`src/rtl/century_clock_pkg.sv`:
```
// Shared constants for the century clock counters.
// Day values are packed BCD: tens in [7:4], units in [3:0].
package century_clock_pkg;

   localparam logic [7:0] DAY_MAX_31 = 8'h31;
   localparam logic [7:0] DAY_MAX_30 = 8'h30;
   localparam logic [7:0] DAY_MAX_29 = 8'h29;
   localparam logic [7:0] DAY_MAX_28 = 8'h28;
   localparam logic [7:0] DAY_FIRST  = 8'h01;

   function automatic logic [3:0] bcd_ten(input logic [7:0] d);
      return d[7:4];
   endfunction

   function automatic logic [3:0] bcd_unit(input logic [7:0] d);
      return d[3:0];
   endfunction

endpackage

```
`src/rtl/count_day_limit.sv`:
```
// Month length decode and BCD day-vs-limit compare.
// Macro COUNT_DAY_LEAP_EN: February is 28 days unless i_leap is set.
module day_limit
   import century_clock_pkg::*;
#(
   parameter int MAX_DISPLAY_UNIT = 4,
   parameter int MAX_DISPLAY_TEN  = 2
) (
   input  logic [MAX_DISPLAY_TEN-1:0]  i_day_ten,
   input  logic [MAX_DISPLAY_UNIT-1:0] i_day_unit,
   input  logic                        i_mon_30,
   input  logic                        i_mon_29,
   input  logic                        i_leap,
   output logic [MAX_DISPLAY_TEN-1:0]  o_max_ten,
   output logic [MAX_DISPLAY_UNIT-1:0] o_max_unit,
   output logic                        o_at_max,
   output logic                        o_over_max
);

   logic [7:0] w_feb;
   logic [7:0] w_max;

`ifdef COUNT_DAY_LEAP_EN
   assign w_feb = i_leap ? DAY_MAX_29 : DAY_MAX_28;
`else
   logic w_unused_leap;
   assign w_unused_leap = i_leap;
   assign w_feb = DAY_MAX_29;
`endif

   // February wins over 30-day months; anything else reads as 31
   always_comb begin
      w_max = DAY_MAX_31;
      if (i_mon_29)
         w_max = w_feb;
      else if (i_mon_30)
         w_max = DAY_MAX_30;
   end

   assign o_max_ten  = MAX_DISPLAY_TEN'(bcd_ten(w_max));
   assign o_max_unit = MAX_DISPLAY_UNIT'(bcd_unit(w_max));

   // BCD compare: tens first, then units
   always_comb begin
      o_at_max   = (i_day_ten > o_max_ten) |
                   ((i_day_ten == o_max_ten) &
                    (i_day_unit >= o_max_unit));
      o_over_max = (i_day_ten > o_max_ten) |
                   ((i_day_ten == o_max_ten) &
                    (i_day_unit > o_max_unit));
   end

endmodule

```
`src/rtl/count_day.sv`:
```
// BCD day-of-month counter with month carry and clamp.
// Macro COUNT_DAY_LEAP_EN enables 28-day February in non-leap years.
module count_day
   import century_clock_pkg::*;
#(
   parameter int MAX_DISPLAY_UNIT = 4,
   parameter int MAX_DISPLAY_TEN  = 2
) (
   input  logic                        clk,
   input  logic                        rst_n,
   input  logic                        en_d,
   input  logic                        preset,
   input  logic                        up,
   input  logic                        down,
   input  logic                        mon_31,
   input  logic                        mon_30,
   input  logic                        mon_29,
   input  logic                        leap,
   output logic [MAX_DISPLAY_UNIT-1:0] day_unit,
   output logic [MAX_DISPLAY_TEN-1:0]  day_ten,
   output logic                        en_mo
);

   localparam logic [MAX_DISPLAY_TEN-1:0] L_FIRST_TEN =
      MAX_DISPLAY_TEN'(bcd_ten(DAY_FIRST));
   localparam logic [MAX_DISPLAY_UNIT-1:0] L_FIRST_UNIT =
      MAX_DISPLAY_UNIT'(bcd_unit(DAY_FIRST));
   localparam logic [MAX_DISPLAY_UNIT-1:0] L_NINE =
      MAX_DISPLAY_UNIT'(9);
   localparam logic [MAX_DISPLAY_UNIT-1:0] L_U1 =
      MAX_DISPLAY_UNIT'(1);
   localparam logic [MAX_DISPLAY_TEN-1:0] L_T1 =
      MAX_DISPLAY_TEN'(1);

   logic [MAX_DISPLAY_TEN-1:0]  r_day_ten;
   logic [MAX_DISPLAY_UNIT-1:0] r_day_unit;
   logic [MAX_DISPLAY_TEN-1:0]  w_nxt_ten;
   logic [MAX_DISPLAY_UNIT-1:0] w_nxt_unit;
   logic [MAX_DISPLAY_TEN-1:0]  w_max_ten;
   logic [MAX_DISPLAY_UNIT-1:0] w_max_unit;
   logic [MAX_DISPLAY_TEN-1:0]  w_inc_ten;
   logic [MAX_DISPLAY_UNIT-1:0] w_inc_unit;
   logic [MAX_DISPLAY_TEN-1:0]  w_dec_ten;
   logic [MAX_DISPLAY_UNIT-1:0] w_dec_unit;
   logic                        w_at_max;
   logic                        w_over_max;
   logic                        w_is_first;
   logic                        w_unused;

   // Length is decoded from mon_29/mon_30 alone; 31 is the fallback
   assign w_unused = mon_31;

   day_limit #(
      .MAX_DISPLAY_UNIT (MAX_DISPLAY_UNIT),
      .MAX_DISPLAY_TEN  (MAX_DISPLAY_TEN)
   ) u_limit (
      .i_day_ten  (r_day_ten),
      .i_day_unit (r_day_unit),
      .i_mon_30   (mon_30),
      .i_mon_29   (mon_29),
      .i_leap     (leap),
      .o_max_ten  (w_max_ten),
      .o_max_unit (w_max_unit),
      .o_at_max   (w_at_max),
      .o_over_max (w_over_max)
   );

   assign w_is_first = (r_day_ten == L_FIRST_TEN) &
                       (r_day_unit == L_FIRST_UNIT);

   // BCD +1 and -1 of the current day
   always_comb begin
      w_inc_ten  = r_day_ten;
      w_inc_unit = r_day_unit + L_U1;
      if (r_day_unit == L_NINE) begin
         w_inc_ten  = r_day_ten + L_T1;
         w_inc_unit = '0;
      end
      w_dec_ten  = r_day_ten;
      w_dec_unit = r_day_unit - L_U1;
      if (r_day_unit == '0) begin
         w_dec_ten  = r_day_ten - L_T1;
         w_dec_unit = L_NINE;
      end
   end

   // Next day: preset, carry, manual up/down, then clamp or hold
   always_comb begin
      w_nxt_ten  = r_day_ten;
      w_nxt_unit = r_day_unit;
      if (preset) begin
         w_nxt_ten  = L_FIRST_TEN;
         w_nxt_unit = L_FIRST_UNIT;
      end else if (en_d || (up && !down)) begin
         if (w_at_max) begin
            w_nxt_ten  = L_FIRST_TEN;
            w_nxt_unit = L_FIRST_UNIT;
         end else begin
            w_nxt_ten  = w_inc_ten;
            w_nxt_unit = w_inc_unit;
         end
      end else if (down && !up) begin
         if (w_is_first || w_over_max) begin
            w_nxt_ten  = w_max_ten;
            w_nxt_unit = w_max_unit;
         end else begin
            w_nxt_ten  = w_dec_ten;
            w_nxt_unit = w_dec_unit;
         end
      end else if (w_over_max) begin
         w_nxt_ten  = w_max_ten;
         w_nxt_unit = w_max_unit;
      end
   end

   // Day register, reset to the first of the month
   always_ff @(posedge clk or negedge rst_n) begin
      if (!rst_n) begin
         r_day_ten  <= L_FIRST_TEN;
         r_day_unit <= L_FIRST_UNIT;
      end else begin
         r_day_ten  <= w_nxt_ten;
         r_day_unit <= w_nxt_unit;
      end
   end

   assign day_ten  = r_day_ten;
   assign day_unit = r_day_unit;

   // Month carry only for the hour-driven wrap, never for manual setting
   assign en_mo = en_d & ~preset & w_at_max;

endmodule

```
`config.mk`:
```
export PLATFORM = sky130hd
export DESIGN_NAME = count_day
export DESIGN_NICKNAME = d
export VERILOG_FILES = /design/src/rtl/century_clock_pkg.sv /design/src/rtl/count_day_limit.sv /design/src/rtl/count_day.sv
export SDC_FILE = /design/constraint.sdc
export NUM_CORES = 1
export LEC_CHECK = 0
export CORE_MARGIN = 4
export CORE_UTILIZATION = 37
export CTS_BUF_LIST = sky130_fd_sc_hd__clkbuf_8
export DETAILED_ROUTE_END_ITERATION = 7
export PLACE_DENSITY = 0.7
export REMOVE_ABC_BUFFERS = 1
export SKIP_CTS_REPAIR_TIMING = 1
export SLEW_MARGIN = 20
export SYNTH_ARGS = -nofsm -noshare
export SYNTH_HDL_FRONTEND = slang
export SYNTH_SLANG_ARGS = --single-unit
```
`constraint.sdc`:
```
create_clock -name clk -period 2.6 [get_ports clk]
set_clock_uncertainty 0.1 [all_clocks]
set_input_delay 0.52 -clock clk [delete_from_list [all_inputs] [get_ports clk]]
set_output_delay 0.52 -clock clk [all_outputs]
set_load 0.01 [all_outputs]
```
==> results of run 1 <==
area by class of cell:
cell class,count,area [um^2]
sequential,6,151.4
clock inverter,1,3.754
inverter,9,35.03
timing repair buffer,36,305.3
fill,169,679.4
clock buffer,3,41.29
multi-input combinational,76,573.1
tap,25,31.28
flip-flops by register name, summed over array words and instances, names as in the netlist:
register and flops:
day_unit 4, day_ten 2
power by group through the flow:
stage / Sequential [uW] / Combinational, uW / Clock, uW
6_report: 130 / 371 / 146
5_1_grt: 132 / 408 / 154
4_1_cts: 127 / 338 / 146
3_5_place_dp: 128 / 336 / 0
3_3_place_gp: 128 / 325 / 0
2_1_floorplan: 147 / 160 / 0
Yosys cell counts (2+ instances only):
cell,n
a211oi_1,2
a21oi_1,3
a22oi_1,2
a31oi_1,3
buf_2,3
dfrtp_1,5
ha_1,4
inv_1,6
inv_2,2
nand2_1,9
nand2b_1,4
nor2_1,4
nor3_1,8
nor4_1,2
o2111ai_1,2
o211ai_1,3
o21a_1,2
o21ai_0,3
o21ai_1,3
o32ai_1,2
how the worst min path moves through the flow:
stage                from    endpoint  slack, ps
2_1_floorplan       rst_n  day_ten[0]        120
3_3_place_gp   day_ten[0]  day_ten[0]        520
3_5_place_dp   day_ten[1]  day_ten[1]        550
4_1_cts             rst_n  day_ten[0]        450
5_1_grt             rst_n  day_ten[1]        460
6_report            rst_n  day_ten[1]        450
critical path: cells and delay by family:
family                     cells  cell delay [ps]
and+or+nand+nor                4              530
AOI/OAI and AO/OA              1              250
buffers and inverters          3              370
adders and majority gates      1              250
cell families (layout without fill, tap and decap cells):
kind of cell,after synthesis,in the layout,synth area share
simple gates,36,36,0.2706
compound gates,34,34,0.3412
buf+inv,14,49,0.09243
flops,6,6,0.2034
fa+ha+maj,4,4,0.06723
xor+xnor,1,1,0.01177
mux,1,1,0.01345
per-layer routing:
metal / vias to the layer above / share of wire
met5: - / 0
met4: 0 / 0.0075
met3: 2 / 0.079
met2: 64 / 0.52
met1: 451 / 0.39
li1: 441 / -
metrics by stage:
stage / cell area (um^2) / hold WS [ps] / std cells / setup TNS, ps / worst slack, ps
final: 1141 / 446.1 / 156 / 0 / 59.16
after global routing: 1141 / 463.0 / 156 / -5.995 / -5.995
after CTS: 1077 / 449.0 / 154 / -983.2 / -681.9
after detailed placement: 1032 / 548.5 / 150 / -2342 / -658.1
after global placement: 1032 / 522.4 / 150 / -2097 / -625.2
after floorplan: 710.7 / 124.4 / 91 / -55.26 / -53.27
==> run_results.csv, run 1 <==
group,metric,value,unit
synth,ys_ff_latch,6,
placed_design,dp_hpwl,2019,um
worst_setup_path,reg2reg_from,"day_unit[0]",
grt,grtUsageMet1,0.2586,
floorplan,die_w,52.86,um
synth,netlist.area_leader.share,0.1681,
grt,overflow,0,
synth,synthArstFlopShare,1.000,
timing,drv_slew,0,
timing,tightest_slew,462.4,ps
job,maxCapViolations,0,
pwr,comb_power_share,0.574,
cts,clock_sinks,6,
run_status,status,"complete, no violations",
worst_setup_path,critPathMaxStageDelay,290,ps
hold_path,min_path_type,"input port to async pin",
worst_setup_path,critPathArrivalTime,1920,ps
worst_setup_path,crit_path_top_delay_cell,"nor4b_4",
pwr,p_clk_frac,0.225,
worst_setup_path,reg2reg_slack,250,ps
grt,use_met3,0.05070,
worst_setup_path,cp_cell_sequence,"dlymetal6s2s_1 > inv_2 > nand2_2 > ha_4 > nor4b_4 > o221a_2 > nand2b_4 > nor3_2 > buf_2",
worst_setup_path,crit_path_max_fanout,4,
synth,synth_area_per_cell,7.755,um^2
placed_design,numPortBuffers,14,
floorplan,die_h,52.86,um
timing,relSlewSlack,0.6889,
worst_setup_path,path_class,"input port to primary output",
worst_setup_path,required,1980,ps
cts,numCtsBuffers,3,
routing,drt_iter0_drc,67,
floorplan,ioPinCount,17,
floorplan,start_util,0.4089,
pwr,power.density,567.2,mW/mm^2
cts,cts-root-buf,"clkbuf_8",
routing,vias,958,
routing,drt-total-wl,2680,um
cells_and_area,nets,146,
synth,synth-seq-area-share,0.2034,
timing,setup_viol,0,
placed_design,gp_congestion,0.9445,
timing,max_freq,0.3936,GHz
worst_setup_path,startpoint_type,"input port",
grt,grt_pass1_wl,4257,um
synth,netlist_area,744.5,um^2
synth,synth_cell_types,44,
cells_and_area,final_core_util,0.6268,
synth,synth_top_area_cell,"dfrtp_1",
pwr,finalPower,647.2,uW
worst_setup_path,setup.worst_path.start,"mon_29",
worst_setup_path,r2r_end,"day_unit[1]",
worst_setup_path,r2r_cells,9,
pwr,p_sw,253.2,uW
routing,post_drt_via_cell_ratio,6.141,
synth,synth-edff-count,0,
grt,busiest_layer,"met2",
cells_and_area,final_cell_mix,"buf_4 (22), clkdlybuf4s50_1 (11), nand2_1 (8)",
pwr,seq_power_share,0.201,
grt,gr-usage-all-layers,0.2082,
cells_and_area,syn_to_final_growth,53.28,%
routing,drc_errors,0,
timing,hold_viol_final,0,
synth,syn-instance-count,96,
worst_setup_path,end_kind,"primary output",
cells_and_area,antennaDiodeCount,0,
timing,fin_crit_sh,0.9772,
routing,wl_per_cell,17.18,um
floorplan,die_area,0.002794,mm^2
cts,clock_path_buffers,2,
timing,finalCriticalPeriod,2541,ps
synth,synth_warnings,0,
cts,htreeDepth,1,
routing,drtAntennaViolNets,0,
floorplan,row_count,15,
pwr,p_int,394.0,uW
cts,cts_tree,"built",
routing,first_pass_iters,4,
synth,synth-main-ff-cell,"dfrtp_1",
pwr,ir_worst_vdd,0.4736,mV
grt,grt_pass1_vias,897,
cts,clock_latency,230,ps
synth,ys_top_cells_by_area,"dfrtp_1 (17%), ha_1 (6.7%), nor3_1 (5.4%), nand2_1 (4.5%), dfstp_2 (3.5%)",
pwr,swShare,0.3913,
floorplan,core_region_area,0.001821,mm^2
cells_and_area,layout_commonest_cell,"buf_4",
grt,grt_antenna_before_repair,0,
cts,clk_pin_slew,40,ps
cells_and_area,drive_gt1_frac,0.3206,
worst_setup_path,worstSetupEndpoint,"en_mo",
grt,grt_max_degree,12,
pwr,cellLeakagePower,0.0005021,uW
grt,met2_usage,0.3533,
Power figures use the tool's default switching activity.
==> run 2: changes to the inputs <==
--- a/config.mk
+++ b/config.mk
@@ -9,6 +9,7 @@
 export CORE_UTILIZATION = 37
 export CTS_BUF_LIST = sky130_fd_sc_hd__clkbuf_8
 export DETAILED_ROUTE_END_ITERATION = 7
+export GPL_ROUTABILITY_DRIVEN = 1
 export PLACE_DENSITY = 0.7
 export REMOVE_ABC_BUFFERS = 1
 export SKIP_CTS_REPAIR_TIMING = 1
==> results of run 2 <==
Same layout as run 1: the final DEF is identical, and so are final timing and power.
